**config.mk**
```make
export PLATFORM = sky130hd
export DESIGN_NAME = uart_rx_deframer
export DESIGN_NICKNAME = d
export VERILOG_FILES = /design/src/rtl/uart_rx_deframer.sv
export SDC_FILE = /design/constraint.sdc
export NUM_CORES = 1
export LEC_CHECK = 0
export ABC_AREA = 1
export BUFFER_PORTS_ARGS = -buffer_cell sky130_fd_sc_hd__clkbuf_2
export CORE_ASPECT_RATIO = 0.8
export CORE_UTILIZATION = 40
export CTS_CLUSTER_SIZE = 30
export DETAILED_ROUTE_END_ITERATION = 16
export PLACE_DENSITY_LB_ADDON = 0.2
export SKIP_LAST_GASP = 1
export SYNTH_ARGS = -nofsm -noshare
export SYNTH_HDL_FRONTEND = slang
export SYNTH_SLANG_ARGS = --single-unit
```
**constraint.sdc**
```tcl
create_clock -name clk -period 3.2 [get_ports clk]
set_clock_uncertainty 0.2 [all_clocks]
set_input_delay 0.32 -clock clk [delete_from_list [all_inputs] [get_ports clk]]
set_output_delay 0.32 -clock clk [all_outputs]
set_load 0.01 [all_outputs]
```
**src/rtl/uart_rx_deframer.sv**
```systemverilog
// 8N1 UART receiver with 16x oversampling, mid-bit start check, framing/overrun detection
// and a valid/ready holding register. Define UART_RX_PARITY_EN for 8E1 with parity checking.
module uart_rx_deframer #(
   parameter int unsigned DIV        = 54,
   parameter int unsigned OVERSAMPLE = 16
) (
   input  logic       clk,
   input  logic       reset_l,
   input  logic       ser_rx,
   output logic [7:0] rx_data,
   output logic       rx_valid,
   input  logic       rx_ready,
   output logic       frame_err,
   output logic       overrun,
   output logic       parity_err,
   output logic       busy
);

   localparam int unsigned DIV_W = (DIV > 1) ? $clog2(DIV) : 1;
   localparam int unsigned PH_W  = $clog2(OVERSAMPLE);
   localparam int unsigned MID   = OVERSAMPLE / 2 - 1;

   typedef enum logic [2:0] {
      S_IDLE,
      S_START,
      S_DATA,
`ifdef UART_RX_PARITY_EN
      S_PAR,
`endif
      S_STOP,
      S_BRK
   } state_e;

   state_e             state_q, state_d;
   logic               rx_meta_q, rx_meta_d;
   logic               rx_s_q, rx_s_d;
   logic [1:0]         sync_vld_q, sync_vld_d;
   logic               armed_q, armed_d;
   logic [DIV_W-1:0]   div_q, div_d;
   logic [PH_W-1:0]    ph_q, ph_d;
   logic [2:0]         n_q, n_d;
   logic [7:0]         shift_q, shift_d;
   logic [7:0]         rx_data_q, rx_data_d;
   logic               rx_valid_q, rx_valid_d;
   logic               frame_err_q, frame_err_d;
   logic               overrun_q, overrun_d;
   logic               busy_q, busy_d;
   logic               tick, mid, deliver;
`ifdef UART_RX_PARITY_EN
   logic               par_bad_q, par_bad_d;
   logic               parity_err_q, parity_err_d;
`endif

   // State and datapath registers
   always_ff @(posedge clk) begin
      if (!reset_l) begin
         state_q     <= S_IDLE;
         rx_meta_q   <= 1'b1;
         rx_s_q      <= 1'b1;
         sync_vld_q  <= 2'b00;
         armed_q     <= 1'b0;
         div_q       <= '0;
         ph_q        <= '0;
         n_q         <= 3'd0;
         shift_q     <= 8'd0;
         rx_data_q   <= 8'd0;
         rx_valid_q  <= 1'b0;
         frame_err_q <= 1'b0;
         overrun_q   <= 1'b0;
         busy_q      <= 1'b0;
`ifdef UART_RX_PARITY_EN
         par_bad_q    <= 1'b0;
         parity_err_q <= 1'b0;
`endif
      end else begin
         state_q     <= state_d;
         rx_meta_q   <= rx_meta_d;
         rx_s_q      <= rx_s_d;
         sync_vld_q  <= sync_vld_d;
         armed_q     <= armed_d;
         div_q       <= div_d;
         ph_q        <= ph_d;
         n_q         <= n_d;
         shift_q     <= shift_d;
         rx_data_q   <= rx_data_d;
         rx_valid_q  <= rx_valid_d;
         frame_err_q <= frame_err_d;
         overrun_q   <= overrun_d;
         busy_q      <= busy_d;
`ifdef UART_RX_PARITY_EN
         par_bad_q    <= par_bad_d;
         parity_err_q <= parity_err_d;
`endif
      end
   end

   always_comb begin
      state_d     = state_q;
      n_d         = n_q;
      shift_d     = shift_q;
      rx_data_d   = rx_data_q;
      rx_valid_d  = rx_valid_q;
      frame_err_d = 1'b0;
      overrun_d   = 1'b0;
      deliver     = 1'b0;
`ifdef UART_RX_PARITY_EN
      par_bad_d    = par_bad_q;
      parity_err_d = 1'b0;
`endif

      // Sync pipeline; arming waits until a real post-reset sample shows the line high
      rx_meta_d  = ser_rx;
      rx_s_d     = rx_meta_q;
      sync_vld_d = {sync_vld_q[0], 1'b1};
      armed_d    = armed_q | (sync_vld_q[1] & rx_s_q);

      tick  = (div_q == DIV_W'(DIV - 1));
      div_d = tick ? '0 : div_q + DIV_W'(1);
      ph_d  = ph_q;
      if (tick) begin
         ph_d = (ph_q == PH_W'(OVERSAMPLE - 1)) ? '0 : ph_q + PH_W'(1);
      end
      mid = tick && (ph_q == PH_W'(MID));

      case (state_q)
         S_IDLE: begin
            if (armed_q && !rx_s_q) begin
               state_d = S_START;
               div_d   = '0;
               ph_d    = '0;
            end
         end
         S_START: begin
            if (mid) begin
               state_d = rx_s_q ? S_IDLE : S_DATA;
               n_d     = 3'd0;
            end
         end
         S_DATA: begin
            if (mid) begin
               shift_d = {rx_s_q, shift_q[7:1]};
               n_d     = n_q + 3'd1;
               if (n_q == 3'd7) begin
`ifdef UART_RX_PARITY_EN
                  state_d = S_PAR;
`else
                  state_d = S_STOP;
`endif
               end
            end
         end
`ifdef UART_RX_PARITY_EN
         S_PAR: begin
            if (mid) begin
               par_bad_d = rx_s_q ^ (^shift_q);
               state_d   = S_STOP;
            end
         end
`endif
         S_STOP: begin
            if (mid) begin
               if (rx_s_q) begin
                  deliver = 1'b1;
                  state_d = S_IDLE;
               end else begin
                  frame_err_d = 1'b1;
                  state_d     = S_BRK;
               end
            end
         end
         S_BRK: begin
            if (rx_s_q) begin
               state_d = S_IDLE;
            end
         end
         default: state_d = S_IDLE;
      endcase

      // Holding register: a same-cycle drain makes room for the new byte
      if (deliver) begin
         if (!rx_valid_q || rx_ready) begin
            rx_data_d  = shift_q;
            rx_valid_d = 1'b1;
         end else begin
            overrun_d = 1'b1;
         end
`ifdef UART_RX_PARITY_EN
         parity_err_d = par_bad_q;
`endif
      end else if (rx_valid_q && rx_ready) begin
         rx_valid_d = 1'b0;
      end

      busy_d = (state_d != S_IDLE);
   end

   assign rx_data   = rx_data_q;
   assign rx_valid  = rx_valid_q;
   assign frame_err = frame_err_q;
   assign overrun   = overrun_q;
   assign busy      = busy_q;
`ifdef UART_RX_PARITY_EN
   assign parity_err = parity_err_q;
`else
   assign parity_err = 1'b0;
`endif

endmodule
```
==> impl_metrics.py, run 1 <==
metrics = {
    "power_and_ir_drop": {
        "pwr-share-comb_pct": 2.9,
        "p_int_uw": 677,
        "power.density_nw_per_um2": 463,
        "clockPowerShare_pct": 37.1,
        "p_sw_uw": 194,
        "swShare_pct": 22.3,
        "leakagePower_nw": 0.961,
        "ir_worst_vdd_v": 0.000210,
        "p_seq_share_pct": 60.0,
    },
    "timing": {
        "finalSetupTns_ns": 0,
        "maxClockFrequency_mhz": 530,
        "rsz0062_at_grt": "false",
        "finalCriticalPeriod_ns": 1.89,
        "post-route-period-util_pct": 58.9,
        "setup_ws_ns": 1.31,
        "setup_viol": 0,
        "hold_violations": 0,
        "slew_violations": 0,
    },
    "worst_hold_path": {
        "hp-class": "in -> reg",
    },
    "die": {
        "num_rows": 20,
        "dieArea_sq_um": 4470,
        "io_pins": 17,
        "die_x_um": 74.5,
        "coreArea_sq_um": 3900,
        "start_util_pct": 43.0,
        "dieHeight_um": 60.0,
    },
    "layout": {
        "fin_nets": 244,
        "syn_to_final_growth_pct": 12.0,
        "final_common_cell": "nor2_1",
        "final_cell_mix": "nor2_1, dfxtp_1, nand2_1, inv_1, clkbuf_2",
        "final_area_sq_um": 1880,
        "drive_gt1_share_pct": 16.5,
        "diodes": 0,
    },
    "yosys": {
        "synth_edf_count": 0,
        "synthDominantCellAreaShare_pct": 48.8,
        "synthTopCellsByArea": "dfxtp_1, nor2_1, nand2_1",
        "ys_seq_elements": 41,
        "synthDistinctLibCells": 30,
        "ys_async_sr_fraction_pct": 0,
        "ys_seq_area_share_pct": 48.8,
        "syn_area_sq_um": 1680,
        "syn-num-nets": 226,
        "ys_warn_count": 0,
        "synthFlopType": "dfxtp_1",
        "postSynthAreaPerCell_sq_um": 7.74,
        "synthCells": 217,
        "yosysTopAreaCell": "dfxtp_1",
    },
    "place": {
        "portBuffers": 15,
        "place_area_sq_um": 1790,
        "dp_worst_setup_slack_ns": 1.32,
        "place.gp.congestion": 0.801,
        "hpwl_um": 1860,
    },
    "clock_network": {
        "cts_root_buf": "clkbuf_8",
        "clk_pin_slew_ns": 0.08,
        "cts_buffers": 5,
        "cts_tree": "built",
        "clock-sinks": 41,
        "h-tree-depth": 2,
        "cts_max_path_buffers": 2,
        "cts_resized": 0,
        "insertion_delay_ns": 0.29,
    },
    "global_routing": {
        "antenna_found_initial": 0,
        "grt_first_pass_wirelength_um": 4740,
        "grt_max_degree": 26,
        "grt.overflow.total": 0,
        "grt_pass1_vias": 1071,
        "track_usage_pct": 14.6,
    },
    "flow_run": {
        "drv_cap": 0,
    },
    "route": {
        "ant_nets": 0,
        "drc": 0,
        "route.vias.total": 1268,
        "dr.first_iter.drc_count": 101,
        "viasPerCell": 4.36,
        "wl_per_cell_um": 9.17,
        "wl_um": 2670,
        "dr.pass1.iters": 5,
    },
    "critical_path": {
        "critPathKind": "reg -> reg",
        "crit_arrival_ns": 1.88,
        "critPathRequiredTime_ns": 3.19,
        "cp-end-kind": "register",
        "crit_fanout": 13,
        "start_kind": "register",
    },
    "status": {
        "status": "finished clean",
    },
}
-- logic make-up (layout without fill, tap and decap cells) --
family                   Yosys count  in the layout  synth area share [%]
AND/OR/NAND/NOR                  113            113                  30.9
other                              1              1                 0.223
adder cells (fa/ha/maj)            5              5                  3.72
AO/OA/AOI/OAI                     22             22                  6.85
XOR/XNOR                           2              2                  1.04
buffers and inverters             33             52                  8.41
flip-flops                        41             41                  48.8
-- cells in the mapped netlist (2+ instances only) --
cell / count
a21oi_1: 8
nand3_1: 10
inv_1: 22
inv_2: 5
nand2_1: 37
o21ai_0: 12
dfxtp_1: 41
nand4_1: 4
nand2_2: 3
buf_4: 2
nor2_1: 48
nor3_1: 2
or2_2: 2
ha_1: 5
-- path summary, 6_finish.rpt --
path | startpoint | to | slack, ns | depth (start not counted)
setup / recovery | div_q[0]$_SDFF_PN0_ | shift_q[3]$_SDFFE_PN0P_ | 1.31 | 8
hold / removal | rx_ready | overrun$_SDFF_PN0_ | 0.1 | 4
setup reg to reg | div_q[0]$_SDFF_PN0_ | shift_q[3]$_SDFFE_PN0P_ | 1.31 | 8
hold reg to reg | sync_vld_q[0]$_DFF_P_ | sync_vld_q[1]$_SDFF_PN0_ | 0.21 | 2
-- sequential cells by signal, summed over array words and instances (netlist names) --
signal / count
armed_q: 1
busy: 1
div_q: 6
frame_err: 1
n_q: 3
overrun: 1
ph_q: 4
rx_data: 8
rx_meta_q: 1
rx_s_q: 1
rx_valid: 1
shift_q: 8
state_q: 3
sync_vld_q: 2
-- routing by layer --
metal	vias up	global-route usage [%]	part of all wire (%)
li1	707	-	-
met1	527	20.2	57
met2	26	18.7	36
met3	8	5.06	4.5
met4	0	9.70	2.8
met5	-	0	0
-- power groups by stage --
stage / logic [mW] / clock network (mW) / registers [mW]
4_1_cts: 0.0262 / 0.335 / 0.523
3_5_place_dp: 0.0252 / 0 / 0.535
3_3_place_gp: 0.0256 / 0 / 0.534
2_1_floorplan: 0.0194 / 0 / 0.533
5_1_grt: 0.0302 / 0.359 / 0.524
6_report: 0.0257 / 0.323 / 0.523
-- per-stage QoR --
stage | hold WS [ns] | instances | power, mW | util, %
3_3_place_gp | 0.194 | 282 | 0.560 | 45.8
4_1_cts | 0.0900 | 291 | 0.884 | 48.2
6_report | 0.0960 | 291 | 0.872 | 48.2
5_1_grt | 0.121 | 291 | 0.913 | 48.2
3_5_place_dp | 0.198 | 282 | 0.560 | 45.8
2_1_floorplan | 0.148 | 217 | 0.553 | -
-- area by class of cell --
type / instances / area, sq um
clock buffer: 6 / 72.6
multi-input combinational: 143 / 718
clock inverter: 2 / 10.0
inverter: 28 / 106
tap: 55 / 68.8
sequential: 41 / 821
timing repair buffer: 16 / 85.1
fill: 403 / 2020
-- worst max-delay path, cell delays in order, from the launching register on --
cell     delay, ns
dfxtp_1       0.40
ha_1          0.17
nand3_1       0.17
nor2_8        0.20
nand2_4       0.10
nor2_4        0.23
inv_2         0.14
nor2_1        0.12
nor2_1        0.05
-- timing repair --
| action | 4_1_cts | 5_1_grt |
|---|---|---|
| hold endpoints to repair | 1 | 0 |
| setup buffers | 0 | 0 |
| hold buffers | 1 | 0 |
No activity file was read; power rests on OpenSTA's default activity.
==> run 2, diff against run 1 <==
Clock period 3.2 ns to 1.8 ns, I/O delays scaled along.
==> run 2 against run 1 <==
Setup slack worse by 1.2 ns. Core utilization is 2.4 points higher. Critical endpoint is now rx_data[4]$_SDFFE_PN0P_. Critical path type unchanged. Final area is 4.9% higher. Clock power is 80% higher. Critical path depth is 1 higher. Sequential share of layout area is 1.9 points lower. Largest cell class unchanged.
==> impl_metrics.py, run 2 (same netlist as run 1, synthesis figures left out) <==
metrics = {
    "route": {
        "route.vias.total": 1329,
        "dr.pass1.iters": 7,
        "wl_um": 3010,
        "wl_per_cell_um": 10.1,
        "viasPerCell": 4.46,
        "drc": 0,
        "ant_nets": 0,
        "dr.first_iter.drc_count": 92,
    },
    "timing": {
        "setup_viol": 0,
        "post-route-period-util_pct": 90.9,
        "finalSetupTns_ns": 0,
        "hold_violations": 0,
        "rsz0062_at_grt": "false",
        "maxClockFrequency_mhz": 611,
        "slew_violations": 0,
        "finalCriticalPeriod_ns": 1.64,
    },
    "die": {
        "num_rows": 20,
        "dieHeight_um": 60.0,
        "io_pins": 17,
        "die_x_um": 74.5,
        "dieArea_sq_um": 4470,
        "coreArea_sq_um": 3900,
        "start_util_pct": 43.0,
    },
    "power_and_ir_drop": {
        "leakagePower_nw": 0.993,
        "p_seq_share_pct": 59.3,
        "pwr-share-comb_pct": 3.5,
        "clockPowerShare_pct": 37.2,
        "swShare_pct": 20.5,
        "p_sw_uw": 321,
        "ir_worst_vdd_v": 0.000497,
        "power.density_nw_per_um2": 794,
        "p_int_mw": 1.25,
    },
    "clock_network": {
        "insertion_delay_ns": 0.28,
        "cts_tree": "built",
        "cts_buffers": 5,
        "h-tree-depth": 2,
        "clk_pin_slew_ns": 0.07,
        "clock-sinks": 41,
        "cts_root_buf": "clkbuf_8",
        "cts_max_path_buffers": 2,
        "cts_setup_buffers": 0,
    },
    "layout": {
        "syn_to_final_growth_pct": 17.5,
        "diodes": 0,
        "multi_input_area_sq_um": 757,
        "layout.cells.non_filler": 298,
        "fin_nets": 252,
        "final_cell_mix": "nor2_1, dfxtp_1, nand2_1, inv_1, clkbuf_2",
        "drive_gt1_share_pct": 20.6,
        "seq_area_sq_um": 823,
        "final_common_cell": "nor2_1",
        "n_fill_cell": 406,
    },
    "critical_path": {
        "cp_slowest_cell": "dfxtp_1",
        "cp-end-kind": "register",
        "crit_buf_inv": 1,
        "crit_chain": "ha_1 > nand2_2 > nor2_4 > nand2_4 > clkinv_2 > nand3_4 > nand2_1 > nand2_1 > nor2_1",
        "crit_fanout": 8,
        "critPathKind": "reg -> reg",
        "crit_arrival_ns": 1.66,
        "start_kind": "register",
        "ff2ff_setup_slack_ns": 0.16,
        "critPathRequiredTime_ns": 1.82,
        "critPathMaxStageDelay_ns": 0.36,
        "cpLargestDelayFamily": "simple AND/OR/NAND/NOR gates",
        "cp_common_cell": "nand2_1",
    },
    "global_routing": {
        "grt_pass1_vias": 1129,
        "track_usage_pct": 14.8,
        "grt_first_pass_wirelength_um": 4930,
        "antenna_found_initial": 0,
        "grt.overflow.total": 0,
        "grt_max_degree": 17,
    },
    "place": {
        "portBuffers": 15,
        "place.gp.congestion": 0.809,
        "dpl.cell_count": 287,
        "hpwl_um": 2060,
    },
    "worst_hold_path": {
        "hp-class": "in -> reg",
    },
    "status": {
        "status": "finished clean",
    },
    "flow_run": {
        "drv_cap": 0,
    },
}
==> run 2: cell count changes in the layout (fill, tap and decap cells not counted), sizes merged <==
cell         delta
clkbuf          +1
nand3           +1
clkinv          -2
dlygate4sd3     +1
buf             +5
nor2            +1
==> run 2: path summary, 6_finish.rpt <==
kind                                      startpoint                 endpoint  cells after the start
worst max-delay path              ph_q[1]$_SDFF_PN0_  rx_data[4]$_SDFFE_PN0P_                      9
worst min register to register  rx_meta_q$_SDFF_PN1_        rx_s_q$_SDFF_PN1_                      1
worst max register to register    ph_q[1]$_SDFF_PN0_  rx_data[4]$_SDFFE_PN0P_                      9
worst min-delay path                         reset_l    sync_vld_q[0]$_DFF_P_                      1
==> run 2: final cells by class <==
type	count	share of cell area, %
clock buffer	7	4.37
inverter	28	5.39
multi-input combinational	145	38.3
sequential	41	41.7
tap	55	3.49
timing repair buffer	22	6.72
==> run 2: repair_timing <==
item	CTS	global route
gates resized for setup	0	7
hold buffers	2	0
endpoints found under the hold margin	2	0
endpoints found under the setup margin	0	19
==> run 2: stage by stage <==
stage / area [sq um] / worst slack, ns / utilization, % / hold WS, ns / total power, mW
4_1_cts: 1930 / 0.0765 / 49.5 / 0.0156 / 1.59
5_1_grt: 1970 / 0.00540 / 50.6 / 0.0152 / 1.64
2_1_floorplan: 1680 / 0.109 / - / 0.00772 / 0.983
3_5_place_dp: 1830 / 0.0968 / 46.8 / 0.170 / 1.00
6_report: 1970 / 0.164 / 50.6 / 0.0200 / 1.57
3_3_place_gp: 1830 / 0.129 / 46.8 / 0.166 / 1.00
==> run 2: per-layer routing <==
metal / global-route usage, % / share of wire, %
met3: 4.55 / 3.0
met5: 0 / 0
met2: 19.8 / 38
met4: 5.39 / 0.96
met1: 22.1 / 58
==> run 2: power groups by stage <==
stage          Sequential [mW]  Combinational (mW)  Clock, mW
3_3_place_gp             0.949              0.0508          0
4_1_cts                  0.929              0.0548      0.602
5_1_grt                  0.931              0.0632      0.649
3_5_place_dp             0.950              0.0513          0
2_1_floorplan            0.948              0.0345          0
6_report                 0.929              0.0552      0.582
